<file path="src/rtl/riscv_pkg.sv">
// Shared types and constants for the riscv instruction-fetch front end.
package riscv_pkg;

  localparam int ILEN       = 32;
  localparam int INST_BYTES = 4;
  localparam logic [ILEN-1:0] NOP = 32'h0000_0013;

  typedef enum logic [1:0] {
    REQ  = 2'd0,
    WAIT = 2'd1,
    HOLD = 2'd2,
    HALT = 2'd3
  } fetch_state_t;

  function automatic logic is_misaligned(input logic [1:0] low_bits);
    return low_bits != 2'b00;
  endfunction

endpackage

</file>
<file path="src/rtl/riscv_fetch_ctrl_if.sv">
// Fetch-controller bus bundle: instruction-memory port, redirect input and decode port.
interface riscv_fetch_ctrl_if #(
  parameter int XLEN = 64
);
  import riscv_pkg::*;

  logic            imem_req_valid;
  logic            imem_req_ready;
  logic [XLEN-1:0] imem_req_addr;
  logic            imem_rsp_valid;
  logic [ILEN-1:0] imem_rsp_data;
  logic            imem_rsp_err;
  logic            redirect_valid;
  logic [XLEN-1:0] redirect_pc;
  logic            inst_valid;
  logic            inst_ready;
  logic [XLEN-1:0] inst_pc;
  logic [ILEN-1:0] inst_data;
  logic            inst_fault;
  logic            halted;

  // The fetch controller drives requests and the decode-facing outputs.
  modport master (
    output imem_req_valid, imem_req_addr,
    output inst_valid, inst_pc, inst_data, inst_fault, halted,
    input  imem_req_ready, imem_rsp_valid, imem_rsp_data, imem_rsp_err,
    input  redirect_valid, redirect_pc, inst_ready
  );

  modport slave (
    input  imem_req_valid, imem_req_addr,
    input  inst_valid, inst_pc, inst_data, inst_fault, halted,
    output imem_req_ready, imem_rsp_valid, imem_rsp_data, imem_rsp_err,
    output redirect_valid, redirect_pc, inst_ready
  );

endinterface

</file>
<file path="src/rtl/riscv_fetch_ctrl.sv">
// Instruction-fetch sequencer: owns the pc, keeps one memory request in flight,
// holds the returned word for decode and handles redirects, stale responses and faults.
module riscv_fetch_ctrl
  import riscv_pkg::*;
#(
  parameter int              XLEN     = 64,
  parameter logic [XLEN-1:0] RESETVEC = XLEN'(32'h8000_0000)
) (
  input logic                clk,
  input logic                reset,
  riscv_fetch_ctrl_if.master bus
);

  if (XLEN != 32 && XLEN != 64) begin : g_bad_xlen
    $fatal(1, "riscv_fetch_ctrl: XLEN must be 32 or 64");
  end

  fetch_state_t    r_state;
  logic [XLEN-1:0] r_pc;
  logic            r_kill;
  logic [ILEN-1:0] r_data;
  logic            r_fault;

  logic            w_aligned;
  logic            w_req_fire;
  logic [XLEN-1:0] w_pc_inc;

  assign w_aligned  = !is_misaligned(r_pc[1:0]);
  assign w_req_fire = (r_state == REQ) && w_aligned && bus.imem_req_ready;
  assign w_pc_inc   = r_pc + XLEN'(INST_BYTES);

  // NOTE: all state is updated with non-blocking assignments so every register
  // sees the pre-edge value of the others, independent of statement order.
  always_ff @(posedge clk) begin
    if (reset) begin
      r_state <= REQ;
      r_pc    <= RESETVEC;
      r_kill  <= 1'b0;
      r_data  <= '0;
      r_fault <= 1'b0;
    end else begin
      unique case (r_state)
        REQ: begin
          if (!w_aligned) begin
            r_state <= HOLD;
            r_fault <= 1'b1;
            r_data  <= '0;
          end else if (w_req_fire) begin
            r_state <= WAIT;
            if (bus.redirect_valid) begin
              r_pc   <= bus.redirect_pc;
              r_kill <= 1'b1;
            end
          end else if (bus.redirect_valid) begin
            r_pc <= bus.redirect_pc;
          end
        end

        WAIT: begin
          // A response that crosses a redirect, or arrives with kill set, is stale.
          if (bus.imem_rsp_valid) begin
            if (bus.redirect_valid) begin
              r_pc    <= bus.redirect_pc;
              r_kill  <= 1'b0;
              r_state <= REQ;
            end else if (r_kill) begin
              r_kill  <= 1'b0;
              r_state <= REQ;
            end else begin
              r_state <= HOLD;
              r_fault <= bus.imem_rsp_err;
              r_data  <= bus.imem_rsp_err ? '0 : bus.imem_rsp_data;
            end
          end else if (bus.redirect_valid) begin
            r_pc   <= bus.redirect_pc;
            r_kill <= 1'b1;
          end
        end

        HOLD: begin
          if (bus.redirect_valid) begin
            r_pc    <= bus.redirect_pc;
            r_state <= REQ;
          end else if (bus.inst_ready) begin
            if (r_fault) begin
              r_state <= HALT;
            end else begin
              r_pc    <= w_pc_inc;
              r_state <= REQ;
            end
          end
        end

        HALT: begin
          if (bus.redirect_valid) begin
            r_pc    <= bus.redirect_pc;
            r_state <= REQ;
          end
        end
      endcase
    end
  end

  // Outputs decode registered state only; reset masks them while it is held.
  assign bus.imem_req_valid = !reset && (r_state == REQ) && w_aligned;
  assign bus.imem_req_addr  = r_pc;
  assign bus.inst_valid     = !reset && (r_state == HOLD);
  assign bus.inst_pc        = r_pc;
  assign bus.inst_data      = r_data;
  assign bus.inst_fault     = r_fault;
  assign bus.halted         = !reset && (r_state == HALT);

  a_rsp_only_in_wait: assert property (
    @(posedge clk) disable iff (reset) bus.imem_rsp_valid |-> (r_state == WAIT)
  );

endmodule

</file>
<file path="src/flat_wrapper.sv">
// flat-port wrapper written by rule: the top's interface ports become plain ports
module riscv_fetch_ctrl_flat import riscv_pkg::*;
#(
  parameter int              XLEN     = 64,
  parameter logic [XLEN-1:0] RESETVEC = XLEN'(32'h8000_0000)
)
  (clk, reset, bus_imem_req_valid, bus_imem_req_addr, bus_inst_valid, bus_inst_pc, bus_inst_data, bus_inst_fault, bus_halted, bus_imem_req_ready, bus_imem_rsp_valid, bus_imem_rsp_data, bus_imem_rsp_err, bus_redirect_valid, bus_redirect_pc, bus_inst_ready);
  riscv_fetch_ctrl_if #(.XLEN(XLEN)) bus_i ();
  input logic clk;
  input logic reset;
  output wire logic [$bits(bus_i.imem_req_valid)-1:0] bus_imem_req_valid;
  output wire logic [$bits(bus_i.imem_req_addr)-1:0] bus_imem_req_addr;
  output wire logic [$bits(bus_i.inst_valid)-1:0] bus_inst_valid;
  output wire logic [$bits(bus_i.inst_pc)-1:0] bus_inst_pc;
  output wire logic [$bits(bus_i.inst_data)-1:0] bus_inst_data;
  output wire logic [$bits(bus_i.inst_fault)-1:0] bus_inst_fault;
  output wire logic [$bits(bus_i.halted)-1:0] bus_halted;
  input wire logic [$bits(bus_i.imem_req_ready)-1:0] bus_imem_req_ready;
  input wire logic [$bits(bus_i.imem_rsp_valid)-1:0] bus_imem_rsp_valid;
  input wire logic [$bits(bus_i.imem_rsp_data)-1:0] bus_imem_rsp_data;
  input wire logic [$bits(bus_i.imem_rsp_err)-1:0] bus_imem_rsp_err;
  input wire logic [$bits(bus_i.redirect_valid)-1:0] bus_redirect_valid;
  input wire logic [$bits(bus_i.redirect_pc)-1:0] bus_redirect_pc;
  input wire logic [$bits(bus_i.inst_ready)-1:0] bus_inst_ready;
  assign bus_imem_req_valid = bus_i.imem_req_valid;
  assign bus_imem_req_addr = bus_i.imem_req_addr;
  assign bus_inst_valid = bus_i.inst_valid;
  assign bus_inst_pc = bus_i.inst_pc;
  assign bus_inst_data = bus_i.inst_data;
  assign bus_inst_fault = bus_i.inst_fault;
  assign bus_halted = bus_i.halted;
  assign bus_i.imem_req_ready = bus_imem_req_ready;
  assign bus_i.imem_rsp_valid = bus_imem_rsp_valid;
  assign bus_i.imem_rsp_data = bus_imem_rsp_data;
  assign bus_i.imem_rsp_err = bus_imem_rsp_err;
  assign bus_i.redirect_valid = bus_redirect_valid;
  assign bus_i.redirect_pc = bus_redirect_pc;
  assign bus_i.inst_ready = bus_inst_ready;
  riscv_fetch_ctrl #(.XLEN(XLEN), .RESETVEC(RESETVEC)) u_core (.clk(clk), .reset(reset), .bus(bus_i));
endmodule
</file>
<file path="config.mk">
export PLATFORM = sky130hd
export DESIGN_NAME = riscv_fetch_ctrl_flat
export DESIGN_NICKNAME = d
export VERILOG_FILES = /design/src/rtl/riscv_pkg.sv /design/src/rtl/riscv_fetch_ctrl_if.sv /design/src/rtl/riscv_fetch_ctrl.sv /design/src/flat_wrapper.sv
export SDC_FILE = /design/constraint.sdc
export NUM_CORES = 1
export LEC_CHECK = 0
export ABC_AREA = 1
export CORE_MARGIN = 3
export CORE_UTILIZATION = 38
export CTS_CLUSTER_SIZE = 14
export DETAILED_ROUTE_END_ITERATION = 6
export GPL_ROUTABILITY_DRIVEN = 0
export PLACE_DENSITY = 0.79
export SYNTH_ARGS = -nofsm -noshare
export SYNTH_HDL_FRONTEND = slang
export SYNTH_SLANG_ARGS = --single-unit
</file>
<file path="constraint.sdc">
create_clock -name clk -period 3.65 [get_ports clk]
set_input_delay 0.73 -clock clk [delete_from_list [all_inputs] [get_ports clk]]
set_output_delay 0.73 -clock clk [all_outputs]
set_load 0.03 [all_outputs]
</file>
-- Word level (Yosys, flattened, before mapping)
Cells that the tools add are included.
Widths: inputs -> output; s select.
- flip-flop bits (word level): 100
- output and inout port bits: 164
- logic and storage cells: 67
- add/sub/neg operators: 1
- equality and inequality tests: 13
- mux-type cells: 32
- reductions and logical operators: 16
- operators with widths (cell ; number):
    $mux 64 ; 5
    $pmux 64 s3 ; 1
    $mux 32 ; 5
    $add 64x3->64 const B ; 1
    $pmux 32 s2 ; 1
    $mux 2 ; 9
    $ne 2x2->1 const B ; 5
    $mux 1 ; 8
    $pmux 2 s4 ; 1
    $logic_and 1x1->1 ; 6
    $ne 3x3->1 const B ; 2
    $reduce_and 3->1 ; 2
    $reduce_and 5->1 ; 1
    $eq 2x2->1 const B ; 2
    $ne 2x1->1 const B ; 2
    $pmux 1 s2 ; 2
    $reduce_and 4->1 ; 1
    $reduce_bool 2->1 ; 2
    $ne 3x1->1 const B ; 1
    $eq 2x1->1 const B ; 1
    $logic_not 1->1 ; 2
    $logic_not 2->1 ; 1
    $reduce_or 2->1 ; 1

-- Logic depth before layout (Yosys ltp)
- depth in word-level cells: 7
- gate-level depth with buffers: 11
- depth with buffers taken out: 11

-- Worst setup path before layout
No wires, ideal clock.
- path kind: input to output
- from: input port reset
- to: output port bus_halted
- arrival time: 1.762 ns
- required time: 2.920 ns
- slack: 1.158 ns
- cell stages on the path: 3
- buffers on the path: 2
- path through: clkbuf_1 -> clkbuf_1 -> nor3_1
- cells in the longest elaborated chain, start to end: 2
- RTL lines (element ; RTL line ; source):
    start, declared ; flat_wrapper.sv:10 ; input logic reset;
    $logic_not 1->1 ; riscv_fetch_ctrl.sv:111 ; assign bus.halted = !reset && (r_state == HALT);
    $logic_and 1x1->1 ; riscv_fetch_ctrl.sv:111 ;
    end, declared ; flat_wrapper.sv:17 ; output wire logic [$bits(bus_i.halted)-1:0] bus_halted;
Every way passes these cells.

-- Worst setup path in the final report
- from: register u_core.r_pc[0] (netlist: u_core.bus.imem_req_addr[0])
- to: output port bus_imem_req_valid
- cells in the longest elaborated chain, start to end: 3
- RTL lines (element ; RTL line ; source):
    start, declared ; riscv_fetch_ctrl.sv:19 ; logic [XLEN-1:0] r_pc;
    start signal, assigned ; riscv_fetch_ctrl.sv:51 ; r_pc <= bus.redirect_pc;
    start signal, assigned ; riscv_fetch_ctrl.sv:55 ; r_pc <= bus.redirect_pc;
    start signal, assigned ; riscv_fetch_ctrl.sv:63 ; r_pc <= bus.redirect_pc;
    $reduce_bool 2->1 ; riscv_pkg.sv:16 ; return low_bits != 2'b00;
    $logic_not 1->1 ; riscv_fetch_ctrl.sv:28 ; assign w_aligned = !is_misaligned(r_pc[1:0]);
    $logic_and 1x1->1 ; riscv_fetch_ctrl.sv:105 ; assign bus.imem_req_valid = !reset && (r_state == REQ) && w_aligned;
    end, declared ; flat_wrapper.sv:11 ; output wire logic [$bits(bus_i.imem_req_valid)-1:0] bus_imem_req_valid;
Every way passes these cells.

==> impl_metrics.ini <==
[outcome]
status = completed

[logic_synthesis]
synth_top_area_cell = dfxtp_1
yosysUniqueCellTypes = 38
synth_edf_count = 0
synth-warning-count = 0
syn-num-nets = 1229
seq_area_frac_synth = 0.288
ys_seq_elements = 100
syn_avg_cell_area_um2 = 6.17
synth_area_leaders = dfxtp_1 29%, nand2_1 17%, nor2_1 8.5%
netlist_area_um2 = 6940
synth-async-reset-ratio = 0
synthCells = 1125
yosys.area.top_type_share = 0.288
synthFlopType = dfxtp_1

[timing]
final-setup-viol-count = 0
worst_pin_slew_ns = 0.643
rsz0062_at_grt = false
maxSlewViolCount = 0
finClkSkew_ns = 0.00960
slew_headroom = 0.570
fin_crit_ns = 2.57
max_clock_freq_ghz = 0.389
hold_viol_final = 0
tns_ns = 0
final.setup.worst_slack_ns = 1.08
period_share = 0.704
hold_ws_ns = 0.491

[layout]
nNetsFinal = 1408
area_delta_synth_final_pct = 38.7
diodes = 0
final_common_cell = nand2_1
drive_gt1_frac = 0.0481
layout_common_cells = 318 x nand2_1, 265 x clkdlybuf4s50_1, 157 x nor2_1, 100 x dfxtp_1, 92 x inv_1

[floorplanning]
rows = 48
chipWidth_um = 141
ios = 267
core_um2 = 17600
start_util = 0.395
dieArea_um2 = 19900
chipHeight_um = 141

[pwr]
switchingPower_uw = 2540
leakagePower_uw = 0.00349
p_sw_frac = 0.451
share_clk_of_total_power = 0.202
combPwrFrac = 0.502
ir_worst_vdd_v = 0.000365
power_uw = 5630
power.density_nw_per_um2 = 585
internal-power_uw = 3090
p_seq_frac = 0.297

[setup_path]
worst_ep_required_time_ns = 2.92
crit_chain = inv_1 > nand2_1 > nor3_1 > clkdlybuf4s50_1
startpoint_type = flop
critical_path_class = reg -> out
critPathMaxStageDelay_ns = 0.71
cp-end-kind = output port
crit_slowest_cell = clkdlybuf4s50_1
cp_max_fo = 4
crit_arrival_ns = 1.84

[clock_tree]
cts_resized = 0
hold_buffers = 0
numClockSinks = 100
clkTransAtPathRegs_ns = 0.07
cts_made_buffers = 9
cts_tree = built
cts-root-buf = clkbuf_16
clock_path_buffers = 2
htree_num_levels = 3
cts_setup_buffers = 0
insertion_delay_ns = 0.36

[hold_path]
hold_path.class = reg -> reg

[route]
remaining_drc_errors = 0
drt_iter0_drc = 593
vias = 8046
postRouteAntennaNets = 0
drt_pass1_iterations = 5
viasPerCell = 5.25
wl_per_cell_um = 16.2
routed_wl_um = 24800

[placed_design]
io_buffers = 266
hpwl_um = 19200
post-place-ws_ns = 0.844

[global_routing]
antenna_found_initial = 0
grt_pass1_vias = 7620
grt_start_max_net_pins = 57
grt.total_usage = 0.243
grt_pass1_wl_um = 39300
grt-ovfl-total = 0

[flow_run]
drv_cap = 0
## power groups by stage
stage | clock network [uW] | logic, uW | registers [uW]
finish | 1140 | 2820 | 1670
floorplan | 0 | 1630 | 1950
global route | 1190 | 3030 | 1710
detailed placement | 0 | 2830 | 1690
CTS | 1160 | 2830 | 1670
global placement | 0 | 2790 | 1690
## cells by family (layout without fill, tap and decap cells)
group                      Yosys count  count (layout)  synth area share
and+or+nand+nor                    588             588             0.354
xor gates and xnor gates             8               8            0.0101
buffers and inverters              206             390             0.155
DFF                                100             100             0.288
AOI/OAI and AO/OA                  222             222             0.190
adders and majority gates            1               1           0.00180
## worst max-delay path: cells and delay by family, from the launching register on
family | cells | cell delay [ns]
buf+inv | 2 | 0.83
flops | 1 | 0.35
simple gates | 2 | 0.32
## through the flow
stage	instance area [um2]	instances	util
floorplan	6940	1125	-
global placement	9280	1518	0.527
detailed placement	9280	1518	0.527
CTS	9630	1534	0.547
global route	9630	1534	0.547
finish	9630	1534	0.547
## worst paths after layout
| kind | start | endpoint | slack (ns) | depth (start not counted) |
|---|---|---|---|---|
| max | u_core.bus.imem_req_addr[0] | bus_imem_req_valid | 1.08 | 4 |
| min reg2reg | u_core.r_kill | u_core.r_kill | 0.49 | 2 |
| max reg2reg | u_core.bus.imem_req_addr[2] | u_core.bus.imem_req_addr[52] | 1.33 | 10 |
| min | u_core.r_kill | u_core.r_kill | 0.49 | 2 |
## synth_stat cells, types with 2 or more instances
master	number
nand4_1	14
a22oi_1	32
o211ai_1	2
nand2_2	5
buf_4	70
nand3b_1	2
nor3_1	7
xnor2_1	4
inv_2	5
nand3_2	3
nor2_4	4
nor2_1	157
a211oi_1	2
o21ai_1	25
o31ai_1	5
inv_1	92
a21oi_1	69
nor2_2	9
xor2_1	4
nand3_1	63
o21ai_0	50
clkbuf_1	17
buf_2	19
dfxtp_1	100
buf_6	2
or2_2	4
a31oi_1	3
o21a_1	26
o21bai_1	4
nand2_1	318
## per-layer routing
metal	part of all wire	routed length, um	GRT usage
met4	0.036	896	0.106
met2	0.47	11600	0.406
met5	0	0	0
met1	0.39	9630	0.287
met3	0.11	2730	0.0760
## flip-flops by register name, indices dropped and copies added (netlist names)
name,flops
u_core.bus.inst_data,32
u_core.r_kill,1
u_core.r_state,2
u_core.bus.imem_req_addr,64
u_core.bus.inst_fault,1
## final cells by class
| cell class | count | area (um2) |
|---|---|---|
| inverter | 98 | 370 |
| multi-input combinational | 819 | 3870 |
| clock buffer | 9 | 225 |
| tap | 225 | 282 |
| clock inverter | 7 | 123 |
| fill | 1707 | 7970 |
| sequential | 100 | 2000 |
| timing repair buffer | 276 | 2760 |
Power figures use the tool's default switching activity.
